$ cat src/rtl/latch_sr_with_enable_nor.sv
// Clocked gated NOR SR latch with optional input synchronizer (SYNC_STAGES).
// Optional sticky forbidden_seen output when LATCH_SR_FORBIDDEN_STICKY_EN is defined.
module latch_sr_with_enable_nor #(
  parameter int SYNC_STAGES = 0,
  parameter bit RESET_Q     = 1'b0
) (
  input  logic clock,
  input  logic async_reset,
  input  logic enable,
  input  logic set,
  input  logic reset,
  output logic signal_q,
  output logic signal_q_,
`ifdef LATCH_SR_FORBIDDEN_STICKY_EN
  output logic forbidden_seen,
`endif
  output logic forbidden
);

  // Encoding is {Q, Q_}, so the outputs are the state flops themselves.
  typedef enum logic [1:0] {
    ST_FORBID = 2'b00,
    ST_RESET  = 2'b01,
    ST_SET    = 2'b10
  } state_e;

  localparam state_e RESET_ST = RESET_Q ? ST_SET : ST_RESET;

  logic   enS;
  logic   setS;
  logic   resetS;
  state_e stateQ;
  state_e stateD;
  logic   forbiddenQ;

  generate
    if (SYNC_STAGES == 0) begin : gNoSync
      assign enS    = enable;
      assign setS   = set;
      assign resetS = reset;
    end else begin : gSync
      logic [2:0] syncQ [SYNC_STAGES];

      always_ff @(posedge clock or posedge async_reset) begin
        if (async_reset) begin
          for (int i = 0; i < SYNC_STAGES; i++) syncQ[i] <= 3'b000;
        end else begin
          syncQ[0] <= {enable, set, reset};
          for (int i = 1; i < SYNC_STAGES; i++) syncQ[i] <= syncQ[i-1];
        end
      end

      assign {enS, setS, resetS} = syncQ[SYNC_STAGES-1];
    end
  endgenerate

  always_ff @(posedge clock or posedge async_reset) begin
    if (async_reset) begin
      stateQ     <= RESET_ST;
      forbiddenQ <= 1'b0;
    end else begin
      stateQ     <= stateD;
      forbiddenQ <= (stateD == ST_FORBID);
    end
  end

  // Leaving the forbidden state without a single S or R resolves to reset,
  // standing in for the metastable race of a real NOR pair.
  always_comb begin
    stateD = stateQ;
    if (enS && setS && resetS) begin
      stateD = ST_FORBID;
    end else if (enS && setS) begin
      stateD = ST_SET;
    end else if (enS && resetS) begin
      stateD = ST_RESET;
    end else if (stateQ == ST_FORBID) begin
      stateD = ST_RESET;
    end
  end

  always_comb begin
    signal_q  = stateQ[1];
    signal_q_ = stateQ[0];
    forbidden = forbiddenQ;
  end

`ifdef LATCH_SR_FORBIDDEN_STICKY_EN
  logic forbiddenSeenQ;

  always_ff @(posedge clock or posedge async_reset) begin
    if (async_reset) begin
      forbiddenSeenQ <= 1'b0;
    end else begin
      forbiddenSeenQ <= forbiddenSeenQ | (stateD == ST_FORBID);
    end
  end

  assign forbidden_seen = forbiddenSeenQ;
`endif

endmodule

$ cat config.mk
export PLATFORM = sky130hd
export DESIGN_NAME = latch_sr_with_enable_nor
export DESIGN_NICKNAME = d
export VERILOG_FILES = /design/src/rtl/latch_sr_with_enable_nor.sv
export SDC_FILE = /design/constraint.sdc
export NUM_CORES = 1
export LEC_CHECK = 0
export ABC_AREA = 1
export BUFFER_PORTS_ARGS = -buffer_cell sky130_fd_sc_hd__buf_2
export CORE_AREA = 2 2 39 41
export CTS_CLUSTER_DIAMETER = 50
export DETAILED_ROUTE_END_ITERATION = 6
export DIE_AREA = 0 0 41 43
export GPL_TIMING_DRIVEN = 0
export SYNTH_ARGS = -nofsm -noshare
export SYNTH_HDL_FRONTEND = slang
export SYNTH_SLANG_ARGS = --single-unit
$ cat constraint.sdc
create_clock -name clock -period 1.2 [get_ports clock]
set_input_delay 0.18 -clock clock [delete_from_list [all_inputs] [get_ports clock]]
set_output_delay 0.18 -clock clock [all_outputs]
set_load 0.01 [all_outputs]
==> results of run 1 <==
==> per-stage QoR <==
step / util, % / worst slack [ns] / area, um2
4_1_cts: 15.46 / 0.1321 / 214.0
2_1_floorplan: - / 0.4450 / 122.6
5_1_grt: 15.46 / 0.1070 / 214.0
6_report: 15.46 / 0.1492 / 214.0
3_5_place_dp: 12.84 / 0.3887 / 177.7
3_3_place_gp: 12.84 / 0.3946 / 177.7
==> routing by layer <==
metal,track usage (%),share of wire (%),vias up
met2,4.063,33,10
met1,5.449,40,51
li1,-,-,64
met4,14.00,14,0
met5,0,0,-
met3,1.571,14,4
==> state kept, by name (all words and copies together), names as in the netlist <==
signal     count
forbidden      1
stateQ         2
==> final cells by class <==
cell class / count / area, um2 / area share, %
Sequential cell: 3 / 76.32 / 35.67
Tap cell: 16 / 20.02 / 9.357
Inverter: 5 / 18.77 / 8.772
Multi-Input combinational cell: 7 / 27.53 / 12.87
Timing Repair Buffer: 8 / 45.04 / 21.05
Clock buffer: 4 / 26.28 / 12.28
==> logic make-up (layout without fill, tap and decap cells) <==
logic type	count (synthesis)	count (layout)
flops	3	3
buf+inv	5	17
compound gates	1	1
simple gates	6	6
==> layout by cell type, fill, tap and decap left out <==
cell type,synthesis,final
buf_2,0,7
inv_1,5,5
nand2_1,4,4
clkbuf_4,0,3
nor2_1,2,2
dfrtp_1,2,2
a21oi_1,1,1
clkbuf_1,0,1
dlygate4sd3_1,0,1
dfstp_2,1,1
==> worst max path at each step <==
stage	from	end	slack (ns)
floorplan	stateQ[0]	stateQ[0]	0.45
global placement	stateQ[0]	signal_q_	0.39
detailed placement	stateQ[0]	signal_q_	0.39
CTS	stateQ[0]	signal_q_	0.13
global route	stateQ[0]	signal_q_	0.11
finish	stateQ[0]	signal_q_	0.15
==> power by group <==
part | switching (mW) | internal (mW) | total (mW)
Combinational | 0.0207 | 0.0180 | 0.0387
Clock | 0.0529 | 0.125 | 0.178
Sequential | 0.00354 | 0.113 | 0.116
==> flow_summary_export.csv, run 1 <==
group,metric,value,unit
placed_design,post-place-cells,38,
clock_network,post_cts_buffers,0,
setup_path,critPathSlowestCell,"dfstp_2",
floorplan,die-height,43,um
setup_path,critPathBufInv,1,
synth,synth_xor_area_share,0,%
setup_path,crit_fanout,2,
synth,yosys.cell_types.count,6,
drt,first_iter_violations,7,
synth,synthTopCellsByArea,"dfrtp_1 41%, dfstp_2 21%, inv_1 15%",
floorplan,start_util,8.861,%
setup_path,r2r_cells,2,
floorplan,row_count,14,
floorplan,dieArea,1763,um2
timing,maxSlewViolCount,0,
global_route,grt_first_pass_wirelength,483,um
synth,synth_compound_area_share,4.082,%
cells_and_area,fillers,162,
synth,synthSimpleGateAreaFrac,18.37,%
synth,yosysMostFrequentCell,"inv_1",
drt,route.detailed.drc,0,
drt,ant_nets,0,
cells_and_area,drive_gt1_share,40.74,%
floorplan,dieWidth,41,um
drt,vias,129,
synth,synth_seq_cells,3,
synth,yosysSeqAreaShare,62.24,%
floorplan,core_area,1384,um2
cells_and_area,finalNonFillerCells,43,
clock_network,cts_htree_levels,1,
drt,wirelength,266,um
clock_network,clockBufferDepth,2,
timing,whs,0.1705,ns
timing,finalSetupViolCount,0,
min_path,hold_class,"in2reg",
status,outcome,"complete, no violations",
synth,synth_ff_type,"dfrtp_1",
timing,finalSetupTns,0,ns
timing,tightest_slew,0.1129,ns
setup_path,cp_slowest_stage_delay,0.52,ns
timing,fin_crit,1.051,ns
clock_network,clk_pin_slew,0.04,ns
clock_network,clkLatencyLatePin,0.23,ns
floorplan,ios,8,
placed_design,io_buffers,7,
min_path,hold_path_startpoint,"reset",
synth,synth_nets,20,
setup_path,critPathTopFamily,"flip-flops",
setup_path,worstSetupPathType,"reg2out",
min_path,hold_end,"forbidden",
synth,synthMuxAreaShare,0,%
cells_and_area,antennaDiodeCount,0,
cells_and_area,area_growth,74.49,%
placed_design,hpwl,187.6,um
setup_path,cp.depth,1,
drt,vias_per_cell,3.000,
placed_design,place_congestion,0.5936,
synth,async_flop_share,100.0,%
synth,synth_common_cells,"5 x inv_1, 4 x nand2_1, 2 x dfrtp_1, 2 x nor2_1",
drt,dr.pass1.iters,2,
setup_path,regToRegStartpoint,"stateQ[0]",
setup_path,cp.required,1.02,ns
run,max_cap_violations,0,
clock_network,postCtsHoldBufs,1,
synth,syn_avg_cell_area,8.175,um2
clock_network,cts_tree,"done",
clock_network,cts_buffers,3,
synth,synth_area_leader_cell,"dfrtp_1",
setup_path,cp-end-kind,"output pin",
global_route,grt_max_degree,4,
setup_path,crit_path_start_kind,"flip-flop",
timing,fmax,951.7,MHz
power_and_ir_drop,total_power,332.4,uW
clock_network,ctsResizeCount,0,
timing,period_share,87.56,%
power_and_ir_drop,powerDensity,1554,nW/um2
timing,relSlewSlack,92.47,%
synth,synthAdderAreaFrac,0,%
setup_path,regToRegSetupSlack,0.45,ns
timing,rsz0062_at_grt,"no",
power_and_ir_drop,peakVddDrop,248.9,uV
global_route,grt_usage,5.416,%
timing,skew,0.0004294,ns
synth,synth_warnings,0,
synth,synth_cells,15,
setup_path,r2r-end,"stateQ[0]",
min_path,whs_path_depth,3,
synth,synth_edf_count,0,
synth,synth_area,122.6,um2
synth,synth_top_family_by_area,"simple AND/OR/NAND/NOR gates",
setup_path,path_cells,"buf_2",
timing,hold_viol,0,
setup_path,worstPathArrival,0.87,ns
synth,synth.top_cell.area_share,40.82,%
global_route,grt_antenna_before_repair,0,
global_route,grt_pass1_vias,116,
power_and_ir_drop,power.leakage,0.1292,nW
clock_network,ctsRootBufferMaster,"clkbuf_4",
drt,wl_per_cell,6.186,um
cells_and_area,nNetsFinal,33,
clock_network,cts_num_sinks,3,
global_route,grt_overflow,0,
(Power assumes the default switching activity.)
==> inputs of run 2 (changes only) <==
Settings changed: CELL_PAD_IN_SITES_DETAIL_PLACEMENT from default to 1, CELL_PAD_IN_SITES_GLOBAL_PLACEMENT from default to 1, CTS_CLUSTER_DIAMETER 50 to default, PLACE_DENSITY_LB_ADDON from default to 0.1.
==> flow_summary_export.csv, run 2 (synthesis results as in run 1) <==
group,metric,value,unit
cells_and_area,fillers,175,
power_and_ir_drop,peakVddDrop,214.0,uV
timing,finalSetupViolCount,0,
timing,fin_crit,1.045,ns
floorplan,ios,8,
setup_path,crit_path_start_kind,"flip-flop",
global_route,grt_usage,5.327,%
setup_path,cp-end-kind,"output pin",
floorplan,core_area,1384,um2
clock_network,cts_buffers,3,
drt,route.detailed.drc,0,
setup_path,cp.required,1.02,ns
setup_path,crit_fanout,2,
clock_network,post_cts_buffers,0,
cells_and_area,antennaDiodeCount,0,
setup_path,critPathTopFamily,"flip-flops",
cells_and_area,top_register,"stateQ",
placed_design,place_area,177.7,um2
setup_path,critPathBufInv,1,
cells_and_area,largest_register_ff_count,2,
cells_and_area,multi_input_area,27.53,um2
timing,relSlewSlack,92.40,%
status,outcome,"complete, no violations",
drt,ant_nets,0,
cells_and_area,area_growth,74.49,%
timing,hold_viol,0,
min_path,hold_class,"in2reg",
placed_design,io_buffers,7,
global_route,grt_max_degree,4,
power_and_ir_drop,total_power,327.4,uW
global_route,grt_first_pass_wirelength,503,um
timing,worst_slack,0.1553,ns
run,max_cap_violations,0,
clock_network,clockBufferDepth,2,
drt,wirelength,301,um
clock_network,cts_htree_levels,1,
placed_design,post-place-ws,0.3885,ns
floorplan,start_util,8.861,%
setup_path,critPathSlowestCell,"dfstp_2",
clock_network,clk_pin_slew,0.03,ns
power_and_ir_drop,power.leakage,0.1292,nW
global_route,grt_overflow,0,
clock_network,clkLatencyLatePin,0.23,ns
clock_network,cts_num_sinks,3,
setup_path,worstPathArrival,0.86,ns
placed_design,place_congestion,0.6100,
timing,rsz0062_at_grt,"no",
drt,wl_per_cell,7.000,um
placed_design,post-place-cells,38,
timing,tightest_slew,0.1139,ns
setup_path,worstSetupPathType,"reg2out",
clock_network,cts_tree,"done",
timing,period_share,87.06,%
cells_and_area,post-route-util,15.46,%
floorplan,row_count,14,
drt,first_iter_violations,0,
drt,dr.pass1.iters,1,
global_route,grt_pass1_vias,145,
drt,vias_per_cell,2.953,
cells_and_area,register_area,76.32,um2
floorplan,dieArea,1763,um2
setup_path,cp_slowest_stage_delay,0.52,ns
clock_network,ctsResizeCount,0,
cells_and_area,fin_area,214.0,um2
power_and_ir_drop,powerDensity,1530,nW/um2
floorplan,die-height,43,um
timing,fmax,957.2,MHz
drt,vias,127,
floorplan,dieWidth,41,um
timing,whs,0.1787,ns
timing,maxSlewViolCount,0,
cells_and_area,mostFrequentLayoutCells,"7 x buf_2, 5 x inv_1, 4 x nand2_1",
global_route,grt_antenna_before_repair,0,
cells_and_area,final_common_cell,"buf_2",
setup_path,path_cells,"buf_2",
timing,skew,0.0001069,ns
clock_network,ctsRootBufferMaster,"clkbuf_4",
cells_and_area,finalNonFillerCells,43,
placed_design,hpwl,250.1,um
timing,finalSetupTns,0,ns
cells_and_area,nNetsFinal,33,
cells_and_area,drive_gt1_share,40.74,%
[run 2: cell counts in the layout (fill, tap and decap cells not counted)]
No cell type changed its count.
[run 2: power breakdown]
part | total (mW) | internal [mW] | switching (mW) | leakage [nW]
clock network | 0.172 | 0.124 | 0.0474 | 0.0150
logic | 0.0396 | 0.0181 | 0.0215 | 0.0783
registers | 0.116 | 0.113 | 0.00353 | 0.0360
total | 0.327 | 0.255 | 0.0724 | 0.129
[run 2: area by class of cell]
type | instances | area share [%]
Clock buffer | 4 | 12.28
Inverter | 5 | 8.772
Multi-Input combinational cell | 7 | 12.87
Sequential cell | 3 | 35.67
Tap cell | 16 | 9.357
Timing Repair Buffer | 8 | 21.05
[run 2: repair_timing]
item,CTS,global route
hold buffers,1,0
setup endpoints to repair,0,0
endpoints found under the hold margin,3,0
[run 2: final timing paths]
path,start,endpoint,slack [ns],cells after the start
min in group asynchronous,async_reset,stateQ[1],0.36,3
worst max register to register,stateQ[0],stateQ[0],0.46,2
worst min-delay path,reset,forbidden,0.18,3
max in group asynchronous,async_reset,stateQ[0],0.63,3
worst min register to register,stateQ[0],stateQ[0],0.52,2
worst max-delay path,stateQ[0],signal_q_,0.16,1
[run 2: routing by layer]
layer	GRT usage [%]	up-vias	share of wire, %
li1	-	64	-
met1	5.806	52	42
met2	4.375	9	43
met3	1.571	2	11
met4	12.00	0	4.0
met5	0	-	0
